`config.mk`:
```
export PLATFORM = sky130hd
export DESIGN_NAME = execute_muldiv
export DESIGN_NICKNAME = d
export VERILOG_FILES = /design/src/rtl/execute_muldiv.sv
export SDC_FILE = /design/constraint.sdc
export NUM_CORES = 1
export LEC_CHECK = 0
export ABC_CLOCK_PERIOD_IN_PS = 6000
export BUFFER_PORTS_ARGS = -buffer_cell sky130_fd_sc_hd__buf_4
export CAP_MARGIN = 5
export CORE_ASPECT_RATIO = 0.6
export CORE_MARGIN = 5
export CORE_UTILIZATION = 45
export DETAILED_ROUTE_END_ITERATION = 8
export MAX_ROUTING_LAYER = met4
export PLACE_DENSITY = 0.66
export SYNTH_ARGS = -nofsm -noshare
export SYNTH_HDL_FRONTEND = slang
export SYNTH_SLANG_ARGS = --single-unit
export TNS_END_PERCENT = 10
```
`constraint.sdc`:
```
create_clock -name clk -period 6 [get_ports clk]
set_input_delay 1.2 -clock clk [delete_from_list [all_inputs] [get_ports clk]]
set_output_delay 1.2 -clock clk [all_outputs]
set_load 0.02 [all_outputs]
```
`src/rtl/execute_muldiv.sv`:
```
// Iterative RV32M multiply/divide unit for the Execute stage: shift-add multiply,
// restoring divide, UNROLL steps per clock, one-cycle fast path for div-by-zero/overflow.
module execute_muldiv #(
  parameter int XLEN   = 32,
  parameter int UNROLL = 1
) (
  input  logic            clk,
  input  logic            rst_n,
  input  logic            i_valid,
  input  logic [2:0]      i_func3,
  input  logic [XLEN-1:0] i_rs1_data,
  input  logic [XLEN-1:0] i_rs2_data,
  input  logic [4:0]      i_rd,
  input  logic            i_flush,
  output logic            o_ready,
  output logic            o_stall,
  output logic            o_valid,
  output logic [XLEN-1:0] o_result,
  output logic [4:0]      o_rd
);

  localparam int ITER = XLEN / UNROLL;
  localparam int CW   = $clog2(ITER + 1);
  localparam int AW   = 2 * XLEN + 1;
  localparam logic [XLEN-1:0] MIN_NEG = {1'b1, {(XLEN-1){1'b0}}};

  typedef enum logic [1:0] {IDLE, BUSY, DONE} state_t;

  state_t          state;
  logic [CW-1:0]   cnt;
  logic [AW-1:0]   acc;
  logic [XLEN-1:0] opnd;
  logic [2:0]      func3_q;
  logic            neg_q;
  logic [4:0]      rd_q;

  // Accept-side decode of the incoming instruction
  logic            a_signed, b_signed, a_neg, b_neg, neg_res;
  logic [XLEN-1:0] a_mag, b_mag;
  logic            div_zero, div_ovf, fast;
  logic [XLEN-1:0] fast_result;

  always_comb begin
    // NOTE: every always_comb output gets a default first so no path can infer a latch.
    a_signed = 1'b0;
    b_signed = 1'b0;
    case (i_func3)
      3'b000, 3'b001, 3'b100, 3'b110: begin a_signed = 1'b1; b_signed = 1'b1; end
      3'b010:                         a_signed = 1'b1;
      default:                        ;
    endcase
    a_neg = a_signed & i_rs1_data[XLEN-1];
    b_neg = b_signed & i_rs2_data[XLEN-1];
    a_mag = a_neg ? -i_rs1_data : i_rs1_data;
    b_mag = b_neg ? -i_rs2_data : i_rs2_data;
    // Remainder takes the dividend's sign; everything else the product/quotient sign
    neg_res = (i_func3[2] && i_func3[1]) ? a_neg : (a_neg ^ b_neg);

    div_zero = i_func3[2] && (i_rs2_data == '0);
    div_ovf  = i_func3[2] && !i_func3[0] && (i_rs1_data == MIN_NEG) && (i_rs2_data == '1);
    fast     = div_zero || div_ovf;
    if (div_zero) fast_result = i_func3[1] ? i_rs1_data : '1;
    else          fast_result = i_func3[1] ? '0 : i_rs1_data;
  end

  // UNROLL iteration steps on the shared accumulator.
  // Multiply: acc = {hi(XLEN+1), multiplier}, opnd = multiplicand.
  // Divide:   acc = {rem(XLEN+1), quotient},  opnd = divisor.
  logic [AW-1:0]   acc_step;
  logic [XLEN:0]   hi, trial;

  always_comb begin
    acc_step = acc;
    hi       = '0;
    trial    = '0;
    for (int k = 0; k < UNROLL; k++) begin
      if (!func3_q[2]) begin
        hi = acc_step[AW-1:XLEN];
        if (acc_step[0]) hi = hi + {1'b0, opnd};
        acc_step = {hi, acc_step[XLEN-1:0]} >> 1;
      end else begin
        acc_step = acc_step << 1;
        trial    = acc_step[AW-1:XLEN] - {1'b0, opnd};
        if (!trial[XLEN]) begin
          acc_step[AW-1:XLEN] = trial;
          acc_step[0]         = 1'b1;
        end
      end
    end
  end

  logic [2*XLEN-1:0] prod_s;
  logic [XLEN-1:0]   quo_s, rem_s, final_result;

  always_comb begin
    prod_s = neg_q ? -acc_step[2*XLEN-1:0] : acc_step[2*XLEN-1:0];
    quo_s  = neg_q ? -acc_step[XLEN-1:0] : acc_step[XLEN-1:0];
    rem_s  = neg_q ? -acc_step[2*XLEN-1:XLEN] : acc_step[2*XLEN-1:XLEN];
    case (func3_q)
      3'b000:                 final_result = prod_s[XLEN-1:0];
      3'b001, 3'b010, 3'b011: final_result = prod_s[2*XLEN-1:XLEN];
      3'b100, 3'b101:         final_result = quo_s;
      default:                final_result = rem_s;
    endcase
  end

  // NOTE: sequential state uses non-blocking assignments so every register samples pre-edge values.
  always_ff @(posedge clk or negedge rst_n) begin
    if (!rst_n) begin
      state    <= IDLE;
      cnt      <= '0;
      acc      <= '0;
      opnd     <= '0;
      func3_q  <= '0;
      neg_q    <= 1'b0;
      rd_q     <= '0;
      o_valid  <= 1'b0;
      o_result <= '0;
      o_rd     <= '0;
    end else if (i_flush) begin
      state   <= IDLE;
      cnt     <= '0;
      o_valid <= 1'b0;
    end else begin
      case (state)
        IDLE: begin
          if (i_valid) begin
            func3_q <= i_func3;
            neg_q   <= neg_res;
            rd_q    <= i_rd;
            if (fast) begin
              o_result <= fast_result;
              o_rd     <= i_rd;
              o_valid  <= 1'b1;
              state    <= DONE;
            end else begin
              acc   <= i_func3[2] ? {{(XLEN+1){1'b0}}, a_mag} : {{(XLEN+1){1'b0}}, b_mag};
              opnd  <= i_func3[2] ? b_mag : a_mag;
              cnt   <= CW'(ITER);
              state <= BUSY;
            end
          end
        end
        BUSY: begin
          acc <= acc_step;
          cnt <= cnt - CW'(1);
          if (cnt == CW'(1)) begin
            o_result <= final_result;
            o_rd     <= rd_q;
            o_valid  <= 1'b1;
            state    <= DONE;
          end
        end
        DONE: begin
          o_valid <= 1'b0;
          state   <= IDLE;
        end
        default: state <= IDLE;
      endcase
    end
  end

  assign o_ready = (state == IDLE);
  assign o_stall = rst_n && !i_flush && (((state == IDLE) && i_valid) || (state == BUSY));

endmodule

```
==> results list, run 1 <==
* Routed vias: ~20000
* Antenna viol nets, final: 0
- Final critical path time including I/O delays and setup: 6.17 ns
- Relative to the synthesized area, the layout overhead comes to 24.6%.
- Dividing the final minimum period by the clock period gives 103%.
* Sink count of the clock tree: between 150 and 200
- Once placement finished, the instance area stood at ~20000 um2.
- In the routed design, unresolved DRC markers number 0.
* Total wire length after detailed routing: 78200 um
- Switching share of power: 54.4%
* Leakage Power: between 9 and 10 nW
- Worst clock skew: 0.0172 ns
- Final slew viol count: 0
* Syn nets: 2483
* Number of antenna violations at the first check in global routing: 5
- The run finished, with violations left.
* Maximum number of pins on one net before global-route repair: 97
- Timing would allow up to 162 MHz.
- Using the TritonRoute via totals, the vias-per-cell ratio works out to about 6.3.
- Share of final-layout standard cells stronger than drive strength 1: 21.9%
- Setup violators final: 13
- The final hold violation count was 0.
* Worst EP required: 6.34 ns
- Last weighted congestion value of the routability-driven placer: 1.08
- Post-synthesis instance area: 16900 um2
- The first TritonRoute pass finished after 6 iterations.
- Yosys printed 0 warnings.
- Across the run, the number of max-cap violations was 0.
* Longest Clk Path Bufs: 2
* Pwr per Cell Area: 748 nW/um2
- Category of the worst setup path capture point: flop
- After layout, the worst setup slack is -0.174 ns.
* Per-instance average area after synthesis: 7.27 um2
- Headroom to the max-slew limit came out at 20.9%.
* Synthesized netlist cell count: 2330
- Effective utilization at floorplan: 45.3%
* Number of different library cells in the post-synthesis netlist: 93
- TritonCTS clock tree: yes
- In this run the worst hold path is classified as reg2reg.
- After the first detailed-routing iteration, the DRC count stood at 2605.
- The H-tree was split into 4 levels.
- STA classifies the critical path startpoint as a flop.
* Proportion of synthesized chip area in sequential cells: 22.5%
- In the global route stage, overall resource usage came out at 37.2%.
- The final reports fail on negative setup slack.
- Counting the fill cells in the layout gives 3582.
* Synthesized flop and latch total: 152
* Async SR Flop Fraction: 100%
- Maximum VDD drop: approximately 380 uV
- Summed over all nets, the switching power comes to between 8 and 9 mW.
- In this run the vertical extent of the chip is 160 um.
* Share of the core filled with cells in the final layout: 56.4%
* IO Count: 116
* Critical path peak fanout: 7
* Routed wire length per instance: 25.0 um
- Arrival time worst endpoint: between 6 and 7 ns
- After clock tree synthesis, the clock-pin slew on the worst setup and hold paths is 0.07 ns.
- Fraction of power consumed by sequential logic: 12.6%
- The tree is rooted in a clkbuf_16.
- Detail Placement HPWL: approximately 62000 um
- The floorplan step set the die width to around 260 um.
- Logic gate share of total power: 79.7%
- Category of the most critical setup path: reg2reg
- Input and output buffers added on the ports amount to between 100 and 150.
- Die Area: 41800 um2
- The most used flip-flop cell after synthesis is dfrtp_1.
* Clock latency at the later pin of the worst-skew pair: 0.47 ns
- After floorplanning, the core was divided into 55 placement rows.
- Cell internal pwr: 7.19 mW
* Share of total power in the clock network: 7.7%
- The first global-routing pass estimated 115000 um of wire.
- The final layout contains about 2800 nets.
- Once layout is done, the placed cells without fillers occupy approximately 21000 um2.
- Vias in the first global route: 18100
- The core region is 37400 um2.
- Counting flops with a built-in enable in the synthesized netlist gives 0.
- Number of clock buffers inserted by TritonCTS: 17
- After global routing the overflow that remains totals 0.
* Unrepaired setup endpoints after global routing: yes
* Actual slew at the worst max-slew pin: 1.18 ns
## routing by layer
layer / wire length (um) / GRT usage [%]
met1: 34800 / 53.1
met2: 29700 / 47.0
met3: 11600 / 16.9
met4: 2130 / 9.60
met5: 0 / -
## power by group through the flow
stage	Sequential [mW]	Combinational, mW	Clock (mW)
6_report	1.98	12.6	1.22
5_1_grt	2.03	13.4	1.26
4_1_cts	1.96	11.9	1.22
3_5_place_dp	1.97	11.6	0
3_3_place_gp	1.95	11.5	0
2_1_floorplan	1.95	6.77	0
## path summary, 6_finish.rpt
check                      slack [ns]                        to                    start  cells after the start
hold / removal                   0.48   o_result[8]$_DFFE_PN0P_  o_result[8]$_DFFE_PN0P_                      2
min in group asynchronous        0.80       acc[62]$_DFFE_PN0P_                    rst_n                      1
setup / recovery                -0.17  o_result[16]$_DFFE_PN0P_      acc[31]$_DFFE_PN0P_                     27
hold reg to reg                  0.48   o_result[8]$_DFFE_PN0P_  o_result[8]$_DFFE_PN0P_                      2
setup reg to reg                -0.17  o_result[16]$_DFFE_PN0P_      acc[31]$_DFFE_PN0P_                     27
max in group asynchronous        4.04         neg_q$_DFFE_PN0P_                    rst_n                      2
## sequential cells by signal (all words and copies together), names as in the netlist
| name | cells |
|---|---|
| o_rd | 5 |
| acc | 65 |
| o_result | 32 |
| o_valid | 1 |
| state | 2 |
| opnd | 32 |
| func3_q | 3 |
| rd_q | 5 |
| cnt | 6 |
| neg_q | 1 |
## critical path, cell delays in order, from the launching register on
cell and delay (ns):
dfrtp_1 0.39, inv_2 0.08, ha_4 0.13, inv_2 0.04
fa_2 0.33, a21o_1 0.20, a221o_1 0.37, a41oi_4 0.34
a31oi_4 0.17, a41oi_2 0.21, nand2_1 0.09, a21oi_2 0.13
nor2b_1 0.05, o21ai_1 0.12, nand2b_1 0.10, ha_4 0.37
nand2_1 0.12, or4_1 0.52, nand3_1 0.13, o22ai_2 0.12
a211oi_4 0.23, nand4_2 0.14, or4b_4 0.58, or4_4 0.55
a21oi_4 0.15, a32oi_1 0.07, a22oi_1 0.23, o21ai_1 0.09
## placed cells by master, fill, tap and decap left out, types with 14 or more instances in the layout
| cell | instances |
|---|---|
| a21o_1 | 32 |
| o21bai_1 | 14 |
| ha_1 | 71 |
| o22ai_1 | 17 |
| o21a_1 | 16 |
| or3_1 | 23 |
| nor3_1 | 54 |
| xor2_1 | 51 |
| nor4_1 | 18 |
| mux2i_1 | 79 |
| mux2_2 | 29 |
| o211ai_1 | 26 |
| nand2_1 | 316 |
| o21ai_0 | 235 |
| nand4_1 | 34 |
| a211oi_1 | 30 |
| dfrtp_1 | 150 |
| a31oi_1 | 18 |
| xnor2_1 | 80 |
| a21oi_1 | 227 |
| buf_4 | 399 |
| o31ai_1 | 35 |
| nand2b_1 | 20 |
| inv_1 | 72 |
| nor2_1 | 178 |
| nor2b_1 | 14 |
| nand3_1 | 47 |
| and3_1 | 18 |
| and2_1 | 15 |
| clkbuf_16 | 17 |
## cells in the mapped netlist (19+ instances only)
| master | count | area [um2] |
|---|---|---|
| dfrtp_1 | 152 | 3800 |
| mux2i_1 | 79 | 791 |
| nor2_1 | 185 | 694 |
| a31oi_1 | 19 | 119 |
| a21o_1 | 32 | 240 |
| o21ai_0 | 243 | 1220 |
| or3_1 | 24 | 150 |
| a21oi_1 | 231 | 1160 |
| a211oi_1 | 30 | 225 |
| nand2b_1 | 21 | 131 |
| o31ai_1 | 38 | 285 |
| mux2_2 | 29 | 327 |
| nor4_1 | 20 | 125 |
| nand2_1 | 317 | 1190 |
| nand4_1 | 34 | 213 |
| ha_1 | 75 | 938 |
| xor2_1 | 51 | 447 |
| o211ai_1 | 26 | 195 |
| clkbuf_1 | 119 | 447 |
| nand3_1 | 47 | 235 |
| nor3_1 | 56 | 280 |
| inv_1 | 75 | 282 |
| xnor2_1 | 80 | 701 |
## timing repair
item / 4_1_cts / 5_1_grt
gates resized for setup: 30 / 47
buffers inserted: 6 / 4
pin swaps: 15 / 30
setup endpoints to repair: 32 / 32
hold buffers: 0 / 0
## stage by stage
| step | power [mW] | setup TNS, ns | worst slack (ns) | hold WS [ns] | cells |
|---|---|---|---|---|---|
| 4_1_cts | 15.0 | -0.618 | -0.192 | 0.488 | 3126 |
| 5_1_grt | 16.7 | -8.99 | -0.512 | 0.513 | 3134 |
| 3_5_place_dp | 13.6 | -10.99 | -0.646 | 0.472 | 3088 |
| 2_1_floorplan | 8.72 | 0 | 0.0112 | 0.470 | 2330 |
| 6_report | 15.8 | -0.979 | -0.174 | 0.485 | 3134 |
| 3_3_place_gp | 13.5 | -8.11 | -0.549 | 0.463 | 3088 |
## layout make-up
type,count,area [um2],area share [%]
diodes,5,12.5,0.0593
clock buffers,17,425,2.02
clock inverters,15,211,1.00
inverters,76,285,1.35
multi-input cells,1950,12600,59.8
flip-flops and latches,152,3810,18.0
well taps,513,642,3.04
repair buffers,406,3090,14.7
## logic make-up after synthesis
kind of cell | share of synthesized area, %
buf+inv | 5.31
mux | 6.60
flops | 22.5
fa+ha+maj | 5.89
xor+xnor | 6.77
simple gates | 22.6
compound gates | 30.3
No activity file was read; power rests on OpenSTA's default activity.
==> inputs of run 2 (changes only) <==
--- a/config.mk
+++ b/config.mk
@@ -5,7 +5,7 @@
 export SDC_FILE = /design/constraint.sdc
 export NUM_CORES = 1
 export LEC_CHECK = 0
-export ABC_CLOCK_PERIOD_IN_PS = 6000
+export ABC_CLOCK_PERIOD_IN_PS = 6100
 export BUFFER_PORTS_ARGS = -buffer_cell sky130_fd_sc_hd__buf_4
 export CAP_MARGIN = 5
 export CORE_ASPECT_RATIO = 0.6
@@ -13,7 +13,7 @@
 export CORE_UTILIZATION = 45
 export DETAILED_ROUTE_END_ITERATION = 8
 export MAX_ROUTING_LAYER = met4
-export PLACE_DENSITY = 0.66
+export PLACE_DENSITY = 0.63
 export SYNTH_ARGS = -nofsm -noshare
 export SYNTH_HDL_FRONTEND = slang
 export SYNTH_SLANG_ARGS = --single-unit
==> constraint.sdc (replaced) <==
create_clock -name clk -period 6.1 [get_ports clk]
set_input_delay 1.22 -clock clk [delete_from_list [all_inputs] [get_ports clk]]
set_output_delay 1.22 -clock clk [all_outputs]
set_load 0.02 [all_outputs]
==> results list, run 2 (synthesis gave the netlist of run 1 again) <==
* Status: finished with violations
- Violated checks: negative setup slack
* Switching share of power: 54.8%
- Drt pass-1 iters: 6
- Worst hold margin: 0.483 ns
- Worst EP required: 6.45 ns
- Number of antenna violations at the first check in global routing: 1
- For this design the ratio of total power to cell area is 741 nW/um2.
- Detail Placement HPWL: 62900 um
- The tightest min-delay check is of the reg2reg type.
- Final-stage net count: 2734
- Final slew viol count: 0
* CP max stage cell: or4b_4
* Category of the most critical setup path: reg2reg
- The worst path in the final design needs a cycle of 6.24 ns, including I/O delays and setup.
- Measured in cells, the most critical reg-to-reg path has a length of 28.
- Number of clock buffers inserted by TritonCTS: 17
* Hold violation total from the final report: 0
- Unrepaired setup endpoints after global routing: yes
- Worst clock skew: 0.0170 ns
- Along the worst path, the maximum fanout reaches 6.
- Drt first-iter violations: 2620
- In the final layout, the share of cells above drive strength 1 is 20.8%.
- Leakage Power: a little over 9 nW
* Arrival time worst endpoint: approximately 6.6 ns
* TritonCTS clock tree: yes
* Fin crit share: 102%
- Final setup slack of the worst path: -0.144 ns
* Wire length of the first global-routing pass: between 100000 and 150000 um
- The register with the most flip-flops in the final layout is acc.
* Effective utilization at floorplan: 45.3%
- The filler cells instantiated in the layout total 3602.
- In the layout the commonest cells are buf_4, nand2_1, o21ai_0.
- After detailed routing, the number of remaining DRC violations is 0.
* Area occupied by registers: 3810 um2
- Level count of the clock H-tree: 4
- Antenna viol nets, final: 0
- IO Count: 116
- Setup violations remaining at the end of the flow were counted as 3.
* Max FFs per register: 65
- Routed vias: approximately 20000
* Share of total power in the clock network: between 7 and 8%
- Total wire length after detailed routing: 78700 um
- Logic gate share of total power: 79.6%
- Stage delay of the slowest cell on the critical path: about 0.55 ns
- For this run the aggregate overflow at the end of global routing stands at 0.
* Remaining max-slew budget at the tightest pin: a little over an eighth
* Reported max-cap violation count: 0
- Summing all multi-input logic gate instances after layout gives 12600 um2.
- In the final routed layout, each cell accounts on average for 25.3 um.
- Maximum operating frequency: 160 MHz
* Mean number of vias per cell: 6.32
- Share of the core filled with cells in the final layout: 55.6%
- GR Util All Layers: 37.6%
- Last weighted congestion value of the routability-driven placer: 1.13
- The placed instances occupy a cell area of 19800 um2.
- Clock latency at the later pin of the worst-skew pair: 0.47 ns
- Standard cell core area: 37400 um2
- Entering global routing, the biggest net connects 82 pins.
- Summed over all nets, the switching power comes to 8.46 mW.
- Leading cell type in the layout, fill and taps excluded: buf_4
- CTS clk-pin slew, worst paths: 0.07 ns
- Cell internal pwr: 6.97 mW
- Maximum VDD drop: between 300 and 400 uV
- Quantity of hold-fixing buffers added after cts: 0
- Counting instances, the worst hold path has a depth of 1.
- The floorplan step defined a die boundary enclosing 41800 um2.
- After routing the design area is 20800 um2.
- Growth of design area from synthesis to finish: 22.9%
- The tree is rooted in a clkbuf_16.
* Vias in the first global route: 17900
- In this run, flip-flops and latches consume around an eighth of the power.
- Sink count of the clock tree: 152
* Critical path startpoint category: flop
- Floorplan die width: 260 um
* Longest Clk Path Bufs: 2
- Number of cell rows: 55
- The largest registers in the layout are acc: 65 flops, o_result: 32 flops, opnd: 32 flops.
- Category of the worst setup path capture point: flop
* Actual slew at the worst max-slew pin: 1.28 ns
* Number of input and output port buffers inserted: 115
- In this run the vertical extent of the chip is 160 um.
- The design draws 15.4 mW.
-- run 2: cell types whose count changed in the layout (fill, tap and decap cells not counted), moves of 3 or more --
cell and change:
buf_4 -26, buf_6 +3, diode_2 -3, nor2_1 +4, nor2_2 -4, o41ai_1 +3
-- run 2: path summary, 6_finish.rpt --
path                                         start                        to  slack (ns)
min reg2reg                o_result[5]$_DFFE_PN0P_   o_result[5]$_DFFE_PN0P_        0.48
max in group asynchronous                    rst_n         neg_q$_DFFE_PN0P_        4.10
max                            acc[31]$_DFFE_PN0P_  o_result[17]$_DFFE_PN0P_       -0.14
min in group asynchronous                    rst_n       acc[57]$_DFFE_PN0P_        0.68
max reg2reg                    acc[31]$_DFFE_PN0P_  o_result[17]$_DFFE_PN0P_       -0.14
min                        o_result[5]$_DFFE_PN0P_   o_result[5]$_DFFE_PN0P_        0.48
-- run 2: per-layer routing --
metal | global-route usage [%] | vias to the layer above | part of all wire (%) | wire [um]
li1 | - | 9056 | - | -
met1 | 56.3 | 9330 | 46 | 36600
met2 | 46.5 | 1146 | 37 | 29400
met3 | 14.3 | 116 | 14 | 11000
met4 | 9.19 | 0 | 2.3 | 1780
met5 | - | - | 0 | 0
-- run 2: cell type report --
type,count,share of cell area (%)
sequential,152,18.3
clock inverter,15,0.739
timing repair buffer,384,14.1
inverter,76,1.37
antenna,2,0.0240
clock buffer,17,2.04
tap,513,3.08
multi-input combinational,1950,60.3
-- run 2: worst max-delay path, delay by kind of cell, from the launching register on --
kind | cells | cell delay, ns
compound gates | 13 | 2.57
xor+xnor | 1 | 0.16
fa+ha+maj | 3 | 0.82
buf+inv | 4 | 0.42
flops | 1 | 0.39
mux | 1 | 0.24
simple gates | 6 | 1.51
-- run 2: metrics by stage --
stage               instances  worst slack [ns]  setup TNS (ns)
floorplan                2330           0.00921               0
global placement         3065            -0.606          -10.56
detailed placement       3065            -0.513           -9.67
CTS                      3101            -0.116          -0.204
global route             3109            -0.331           -3.35
finish                   3109            -0.144          -0.213
-- run 2: what timing repair did --
| action | 4_1_cts | 5_1_grt |
|---|---|---|
| resized for setup | 27 | 43 |
| endpoints found under the setup margin | 30 | 29 |
| endpoints found under the hold margin | 0 | 0 |
| pin swaps | 17 | 22 |
| setup buffers | 4 | 5 |
-- run 2: power groups by stage --
| stage | clock network [mW] | registers (mW) | logic, mW |
|---|---|---|---|
| floorplan | 0 | 1.91 | 6.66 |
| global placement | 0 | 1.99 | 11.3 |
| detailed placement | 0 | 2.00 | 11.3 |
| CTS | 1.14 | 1.98 | 11.6 |
| global route | 1.18 | 2.04 | 13.1 |
| finish | 1.14 | 2.00 | 12.3 |
